--- config.mk ---
export PLATFORM = sky130hd
export DESIGN_NAME = barrel_shift_right_pipe
export DESIGN_NICKNAME = d
export VERILOG_FILES = /design/src/rtl/barrel_shift_pkg.sv /design/src/rtl/barrel_shift_right_stage.sv /design/src/rtl/barrel_shift_right_pipe.sv
export SDC_FILE = /design/constraint.sdc
export NUM_CORES = 1
export LEC_CHECK = 0
export BUFFER_PORTS_ARGS = -buffer_cell sky130_fd_sc_hd__buf_2
export CAP_MARGIN = 20
export CORE_MARGIN = 2
export CORE_UTILIZATION = 50
export CTS_CLUSTER_DIAMETER = 200
export DETAILED_ROUTE_END_ITERATION = 16
export PLACE_DENSITY = 0.83
export SKIP_LAST_GASP = 1
export SLEW_MARGIN = 0
export SYNTH_ARGS = -nofsm -noshare
export SYNTH_HDL_FRONTEND = slang
export SYNTH_SLANG_ARGS = --single-unit
--- constraint.sdc ---
create_clock -name clk -period 1.6 [get_ports clk]
set_input_delay 0.16 -clock clk [delete_from_list [all_inputs] [get_ports clk]]
set_output_delay 0.16 -clock clk [all_outputs]
set_load 0.01 [all_outputs]
--- src/rtl/barrel_shift_pkg.sv ---
// Shared definitions for the barrel shifter family: shift-mode encoding and amount width.
package barrel_shift_pkg;
  localparam int SAMT_W = 5;

  typedef logic [1:0] shift_mode_t;

  localparam shift_mode_t SHIFT_LOGICAL = 2'b00;
  localparam shift_mode_t SHIFT_ARITH   = 2'b01;
  localparam shift_mode_t SHIFT_ROTATE  = 2'b10;
  localparam shift_mode_t SHIFT_RSVD    = 2'b11;
endpackage

--- src/rtl/barrel_shift_right_stage.sv ---
// One conditional right shift by AMT bits; fill chosen by mode.
// Rotate fill exists only when BARREL_SHIFT_RIGHT_ROTATE_EN is defined.
module barrel_shift_right_stage
  import barrel_shift_pkg::*;
#(
  parameter int DATA_W = 64,
  parameter int AMT    = 1
) (
  input  logic [DATA_W-1:0] data,
  input  logic              enable,
  input  shift_mode_t       mode,
  input  logic              fill,
  output logic [DATA_W-1:0] q
);
  always_comb begin
    q = data;
    if (enable) begin
      case (mode)
        SHIFT_ARITH:  q = {{AMT{fill}}, data[DATA_W-1:AMT]};
`ifdef BARREL_SHIFT_RIGHT_ROTATE_EN
        SHIFT_ROTATE: q = {data[AMT-1:0], data[DATA_W-1:AMT]};
`endif
        default:      q = {{AMT{1'b0}}, data[DATA_W-1:AMT]};
      endcase
    end
  end
endmodule

--- src/rtl/barrel_shift_right_pipe.sv ---
// Two-stage pipelined right barrel shifter (logical/arith, optional rotate via
// BARREL_SHIFT_RIGHT_ROTATE_EN) with a valid/ready handshake and a global stall.
module barrel_shift_right_pipe
  import barrel_shift_pkg::*;
#(
  parameter int DATA_W = 64,
  parameter int TAG_W  = 4
) (
  input  logic              clk,
  input  logic              rst_n,
  input  logic              in_valid,
  output logic              in_ready,
  input  logic [DATA_W-1:0] D_in,
  input  logic [SAMT_W-1:0] samt,
  input  shift_mode_t       mode,
  input  logic [TAG_W-1:0]  in_tag,
  output logic              out_valid,
  input  logic              out_ready,
  output logic [DATA_W-1:0] D_out,
  output logic [TAG_W-1:0]  out_tag
);
  localparam int STAGES = 2;

  typedef struct packed {
    logic [DATA_W-1:0] data;
    logic [2:0]        samt_lo;
    shift_mode_t       mode;
    logic              sign;
    logic [TAG_W-1:0]  tag;
  } s1_t;

  logic [STAGES:1]         vld_pipe;
  s1_t                     s1, s1_nxt;
  logic [2:0][DATA_W-1:0]  c1;
  logic [3:0][DATA_W-1:0]  c2;
  logic                    stall;

  assign out_valid = vld_pipe[STAGES];
  assign stall     = out_valid && !out_ready;
  assign in_ready  = rst_n && !stall;

  // Stage 1 combinational: shifts by 16 and 8, sign taken from the raw operand.
  assign c1[0] = D_in;
  for (genvar i = 0; i < 2; i++) begin : g_s1
    barrel_shift_right_stage #(.DATA_W(DATA_W), .AMT(16 >> i)) u_stage (
      .data   (c1[i]),
      .enable (samt[SAMT_W-1-i]),
      .mode   (mode),
      .fill   (D_in[DATA_W-1]),
      .q      (c1[i+1])
    );
  end

  assign s1_nxt = '{data: c1[2], samt_lo: samt[2:0], mode: mode,
                    sign: D_in[DATA_W-1], tag: in_tag};

  // Stage 2 combinational: shifts by 4, 2, 1 on the registered stage-1 data.
  assign c2[0] = s1.data;
  for (genvar i = 0; i < 3; i++) begin : g_s2
    barrel_shift_right_stage #(.DATA_W(DATA_W), .AMT(4 >> i)) u_stage (
      .data   (c2[i]),
      .enable (s1.samt_lo[2-i]),
      .mode   (s1.mode),
      .fill   (s1.sign),
      .q      (c2[i+1])
    );
  end

  always_ff @(posedge clk) begin
    if (!rst_n) begin
      vld_pipe <= '0;
      s1       <= '0;
      D_out    <= '0;
      out_tag  <= '0;
    end else if (!stall) begin
      vld_pipe <= {vld_pipe[STAGES-1], in_valid};
      s1       <= s1_nxt;
      D_out    <= c2[3];
      out_tag  <= s1.tag;
    end
  end
endmodule

Word-level counts from Yosys, hierarchy flattened. Index checks and enable logic that the tools add are counted.

Word-level logic and storage cells: 24. Output and inout bits: 70. Register bits after elaboration: 144. Input bits: 79.

Muxes and demuxes: 10. Reduce and logical (&&, ||, !) cells: 4. Equality and inequality tests: 2.

Operator list (number): $mux W64 (10); $eq A2 B1 Y1 const B (2); $logic_and A1 B1 Y1 (2); $logic_not A1 Y1 (2).

Logic depth before layout (Yosys ltp). Gate-level depths: netlist (run 1).

Depth after elaboration: 7. Gate-level depth with buffers: 7. Mapped depth without buffers: 5.

By module. A second synthesis (run 1) with hierarchy kept.

Cell total of the unflattened synthesis: 1012. Area, all modules: 10545.1 µm².

Modules (own cells, without submodules): barrel_shift_right_pipe (area each 5704.2 µm², cells an instance 620, instances 1); barrel_shift_right_stage (g_s1[0].u_stage) (area each 987.2 µm², cells an instance 89, instances 1); barrel_shift_right_stage (g_s2[2].u_stage) (area each 979.7 µm², cells an instance 73, instances 1); barrel_shift_right_stage (g_s2[1].u_stage) (area each 973.4 µm², cells an instance 74, instances 1); barrel_shift_right_stage (g_s2[0].u_stage) (area each 960.9 µm², cells an instance 76, instances 1); barrel_shift_right_stage (g_s1[1].u_stage) (area each 939.7 µm², cells an instance 80, instances 1).

Worst setup path after synthesis (run 1). Ideal clock, no wire load.

Path type: register -> register. From: register s1[8] (netlist name). To: register D_out[15]. Slack: 0.151 ns. Buffers on the path: 2. Stages on the path, launching flop included: 6. Setup time: 0.117 ns. Arrival time: 1.332 ns. Cells stage by stage: dfxtp_1 buf_6 buf_6 mux4_2 o22ai_1 nor2_1.

Word-level cells in the longest chain between the ends: 3.

Ends and longest elaborated chain: from (decl) (RTL line barrel_shift_right_pipe.sv:33) `s1_t s1, s1_nxt;`; from (signal assigned) (RTL line barrel_shift_right_pipe.sv:77) `s1 <= s1_nxt;`; $mux W64 (*) (RTL line barrel_shift_right_stage.sv:17) `if (enable) begin`; $mux W64 (RTL line barrel_shift_right_stage.sv:18) `case (mode)`; $mux W64 (*) (RTL line barrel_shift_right_stage.sv:17); to (signal assigned) (RTL line barrel_shift_right_pipe.sv:78) `D_out <= c2[3];`; to (decl) (RTL line barrel_shift_right_pipe.sv:19) `output logic [DATA_W-1:0] D_out,`.

Mark *: on every way between the ends. The rest lies on a longest branch, timed or not. A chain may end at the register's enable or synchronous reset.

Worst setup path in the final report (run 1).
From: register s1[8] (netlist name). To: register D_out[0].

Same word-level chain as after synthesis.

==> run metrics, run 1 <==
vias=approximately 7600; post-synthesis instance total=871; outcome=complete, but fails checks; Post-Route Setup TNS=-480 ps; Syn-to-layout area delta=22.8%; Synth top cells by count=dfxtp_1 (144), nand2_1 (121), mux2i_1 (92); final setup violation count=17; failing checks=setup timing; RSZ-0062 raised after global routing=yes; maximum clock insertion buffer count=2; PortBufs=148; type of the worst setup path=reg2reg; Slowest-stage cell, CP=mux4_2; Die Y-Extent=132 µm; Post-synth top flop=dfxtp_1; Placer Congestion=a little over 0.9; Worst Path Required=1910 ps; Metal-1 WL=10000 µm; GRT Total Usage=between 20% and 30%; Initial Utilization=51.3%; maximum vdd ir drop=946 µV; clk_skew=between 9 and 10 ps; largest net degree at the start of global routing=98; CTS tree=done; Worst-Skew Late Latency=430 ps; number of global-route vias before repair=a little over 7000; total number of yosys warnings=0; CP endpoint kind=flop; synth top area cells=dfxtp_1 (35%), mux2i_1 (11%), mux4_2 (11%); cell with the most instances after synthesis=dfxtp_1; crit path launch type=flop; delay-heaviest family, CP=multiplexers; PwrDens=between 1000 and 1500 mW/mm²; Slew Limit Fails=0; CP Cell Sequence=clkbuf_4, buf_4, mux4_2, o22ai_1, nor2_1; initial antenna violation count=0; Worst path max stage delay=530 ps; DRT Wirelength=roughly 24000 µm; Seq cells post-synth=~140; post-route minimum period=1670 ps; max_cap viols=0; Avg WL per Cell=19.2 µm; slew margin rel.=65.9%; CP Buf/Inv Count=2; Post-Syn Area=0.00815 mm²; clock root cell=clkbuf_16; mean post-synth cell area=9.35 µm²; fmax=0.597 GHz; GRT Residual Overflow=0; Final nets=1089; Hold Crit Class=in2reg; total number of H-tree levels=4; full die area=0.0173 mm²; Die Span X=132 µm; top layer in use=met4; Residual DRC=0; post-synth top area share=35.4%; layout cell share with drive strength beyond 1=between 30% and 40%; Hold Violations, Final=0; Tot Pwr=about 10000 µW; CTS Buf Count=17; CTS Sinks=144; sequential cell area fraction in the yosys report=35.4%; first-pass GRT wire length=37000 µm; CORE AREA=0.0159 mm²; Distinct cells, synth=45; Avg Vias per Cell=6.11; fraction of registers with async set/reset=0%; # rows=46; post-synth top area cell=dfxtp_1; Worst-path clk slew=~60 ps; Synthesized Nets=950; initial detailed-routing violation count=924; final setup margin=-74.3 ps; routed wire length on met3=2220 µm; # IOs=149; Slew @ Worst Pin=approximately 510 ps; Lkg Pwr=0.00428 µW; Tcrit/Tclk final=105%; HPWL Detailed=about 17000 µm; Final ANT Viol Nets=0; Antenna Cells=0; routed wl met2=10900 µm; DR pass1 iterations=6; CP arrival=1980 ps; Post-synth EDFFs=0; Worst Path Max Fanout=6
what timing repair did:
action / in CTS / in global routing
gates resized for setup: 2 / 17
hold buffers: 8 / 0
endpoints found under the setup margin: 10 / 50
cloned: 1 / 0
hold endpoints to repair: 8 / 0
buffers inserted: 3 / 12
state kept, by name (all words and copies together) (netlist names):
signal / cells
vld_pipe: 2
out_tag: 4
s1: 10
c2: 64
D_out: 64
logic make-up (layout without fill, tap and decap cells):
| logic type | count (synthesis) | after routing | synth area share (%) |
|---|---|---|---|
| AO/OA/AOI/OAI | 261 | 261 | 21.3 |
| AND/OR/NAND/NOR | 220 | 220 | 11.0 |
| multiplexers | 156 | 156 | 26.1 |
| flip-flops | 144 | 144 | 35.4 |
| buffers and inverters | 90 | 242 | 6.14 |
placed cells by master (no fill, tap or decap), types with 3 or more instances in the layout:
cell and count:
buf_2 147, dfxtp_1 143, nand2_1 120, mux2i_1 79, nor2_1 73, o21ai_0 72, a21boi_0 58, o22ai_1 48
mux4_2 38, buf_4 34, a21oi_1 23, mux2_2 22, o211ai_1 18, clkbuf_16 18, o221a_2 15, buf_12 15
mux2i_2 13, nand2b_1 9, dlygate4sd3_1 8, a221oi_1 7, mux4_1 4, a211oi_1 4, nand3_1 4, clkbuf_8 4
inv_1 3, o21ai_1 3, clkinv_2 3, clkinvlp_4 3
tightest hold or removal path: stages:
cell      delay (ps)
buf_2             90
nand2_1           70
a21boi_0          80
worst paths after layout:
check / to / depth (start not counted) / slack [ps] / start
min reg2reg: out_tag[1] / 2 / 460 / out_tag[1]
min: s1[8] / 3 / 20 / samt[1]
max reg2reg: D_out[0] / 5 / -70 / s1[8]
max: D_out[0] / 5 / -70 / s1[8]
through the flow:
step           utilization, %  hold WS, ps  setup slack, ps  cell area, µm²  std cells
5_1_grt                  63.0         25.5            -96.3           10000       1239
3_3_place_gp             57.5          415             22.1            9130       1183
6_report                 63.0         16.1            -74.3           10000       1239
3_5_place_dp             57.5          425            -41.9            9130       1183
4_1_cts                  62.0         6.78             13.0            9850       1227
2_1_floorplan               -          307              151            8150        871
routing by layer:
layer,GRT usage (%),vias up
met5,0,-
met4,9.48,0
met3,5.40,60
met2,41.3,462
met1,36.8,3564
li1,-,3490
final cells by class:
cell class | count | area, µm²
clock buffers | 24 | 513
clock inverters | 8 | 76.3
fillers | 1278 | 5880
inverters | 4 | 15.0
multi-input cells | 637 | 4830
flip-flops and latches | 144 | 2890
well taps | 216 | 270
repair buffers | 206 | 1410
where the power goes:
part	switching (µW)	internal, µW	total [µW]
Sequential	264	3910	4170
Clock	1520	2390	3910
Combinational	1150	1020	2170
Total	2930	7320	10200
(Power assumes the default switching activity.)
==> run 2, diff against run 1 <==
Settings changed: SKIP_CTS_REPAIR_TIMING set to 1.
==> run 2 against run 1 <==
The run ends with hold timing, setup timing left. Routed wire length decreased by 3.0%. Power decreased by 0.62%. Cell count decreased by 0.89%. Highest routed layer unchanged. Register-to-register slack improved by 70 ps. Flip-flop and latch count unchanged. Clock-buffer cell count unchanged. Worst hold slack got worse by 44 ps.
==> run metrics, run 2 (synthesized netlist as in run 1, its figures left out) <==
CTS Sinks=144 (unchanged); Clk pwr share=38.2% (was 38.1%); Final nets=1078 (was 1089); Avg WL per Cell=18.8 µm (was 19.2 µm); clk_skew=10.9 ps (was 9.55 ps); total number of H-tree levels=4 (unchanged); # IOs=149 (unchanged); Avg Vias per Cell=6.06 (was 6.11); Tcrit/Tclk final=100% (was 105%); Syn-to-layout area delta=21.5% (was 22.8%); Hold Violations, Final=6 (was 0); crit path launch type=flop (unchanged); Die Span X=132 µm (unchanged); Worst Path Required=1920 ps (was 1910 ps); maximum clock insertion buffer count=2 (unchanged); dpl ws=-41.9 ps (unchanged); number of global-route vias before repair=6897 (was 7039); placed inst area=0.00913 mm² (unchanged); fill count=1291 (was 1278); PortBufs=148 (unchanged); vias=7443 (was 7576); Worst Path Max Fanout=7 (was 6); CORE AREA=0.0159 mm² (unchanged); worst hold slack=-27.4 ps (was 16.1 ps); outcome=complete, but fails checks (unchanged); final setup margin=-6.61 ps (was -74.3 ps); fmax=0.622 GHz (was 0.597 GHz); CP endpoint kind=flop (unchanged); Sw Share=28.4% (was 28.6%); Post-Route Setup TNS=-6.61 ps (was -480 ps); GRT Total Usage=26.0% (was 26.6%); most frequent cells in the layout=buf_2 (147), dfxtp_1 (143), nand2_1 (121) (was buf_2 (147), dfxtp_1 (143), nand2_1 (120)); Die Y-Extent=132 µm (unchanged); initial antenna violation count=0 (unchanged); Placer Congestion=0.923 (unchanged); DR pass1 iterations=5 (was 6); initial detailed-routing violation count=918 (was 924); DRT Wirelength=23100 µm (was 23800 µm); Net Switching=2890 µW (was 2930 µW); sequential power share=40.9% (was 40.7%); Hold Crit Class=in2reg (unchanged); Initial Utilization=51.3% (unchanged); Slew Limit Fails=0 (unchanged); slew margin rel.=65.5% (was 65.9%); Worst-path clk slew=60 ps (about the same); clock root cell=clkbuf_16 (unchanged); CP arrival=1930 ps (was 1980 ps); Residual DRC=0 (unchanged); final setup violation count=1 (was 17); full die area=0.0173 mm² (unchanged); maximum vdd ir drop=974 µV (was 946 µV); Slew @ Worst Pin=516 ps (was 509 ps); CTS tree=done (unchanged); failing checks=hold timing, setup timing (was setup timing); type of the worst setup path=reg2reg (unchanged); # rows=46 (unchanged); max_cap viols=0 (unchanged); CTS Buf Count=17 (unchanged); post-route minimum period=1610 ps (was 1670 ps); first-pass GRT wire length=36200 µm (was 37000 µm); RSZ-0062 raised after global routing=yes (unchanged); combinational fraction of design power=20.9% (was 21.2%); commonest non-fill, non-tap cell in the layout=buf_2 (unchanged); PwrDens=1030 mW/mm² (was 1020 mW/mm²); Lkg Pwr=0.00424 µW (was 0.00428 µW); GRT Residual Overflow=0 (unchanged); HPWL Detailed=16500 µm (unchanged); Final ANT Viol Nets=0 (unchanged); Internal=7290 µW (was 7320 µW); fin area=0.00990 mm² (was 0.0100 mm²); layout cell share with drive strength beyond 1=30.6% (was 31.9%); Antenna Cells=0 (unchanged); largest net degree at the start of global routing=98 (unchanged); Worst-Skew Late Latency=430 ps (about the same)
## run 2: cell count changes in the layout (fill, tap and decap cells not counted), sizes merged
cell / previous run / this run
buf: 196 / 193
bufbuf: 1 / 0
dlygate4sd3: 8 / 1
## run 2: worst max-delay path, stage by stage, from the launching register on
cell and delay, ps:
dfxtp_4 430, buf_6 150, buf_4 130, mux4_2 530, o22ai_1 200, nor2_1 70
## run 2: final timing paths
check                   from    endpoint  slack (ps)  cells past startpoint
hold / removal     in_tag[3]       s1[3]         -30                      3
setup / recovery       s1[8]    D_out[0]          -7                      5
hold reg to reg   out_tag[1]  out_tag[1]         460                      2
setup reg to reg       s1[8]    D_out[0]          -7                      5
## run 2: power by group through the flow
stage	sequential (µW)	clock, µW	combinational (µW)
finish	4160	3890	2130
global route	4190	4070	2300
CTS	4150	3920	2040
detailed placement	4230	0	2020
global placement	4210	0	1990
floorplan	4220	0	1310
## run 2: cell type report
type / instances / area, µm² / area share [%]
clock buffers: 24 / 513 / 5.18
clock inverters: 8 / 76.3 / 0.771
inverters: 4 / 17.5 / 0.177
multi-input cells: 637 / 4800 / 48.6
flip-flops and latches: 144 / 2890 / 29.2
well taps: 216 / 270 / 2.73
repair buffers: 195 / 1330 / 13.4
## run 2: through the flow
step / hold WS, ps / total power, µW / utilization, % / std cells
after global placement: 415 / 6200 / 57.5 / 1183
after global routing: 2.20 / 10600 / 62.3 / 1228
after floorplan: 307 / 5530 / - / 871
after CTS: -34.2 / 10100 / 61.2 / 1215
after detailed placement: 425 / 6240 / 57.5 / 1183
final: -27.4 / 10200 / 62.3 / 1228
## run 2: routing by layer
metal	up-vias	track usage [%]	part of all wire, %
met5	-	0	0
met4	0	10.3	2.9
met3	47	5.75	8.5
met2	412	39.8	45
met1	3506	35.9	43
li1	3478	-	-
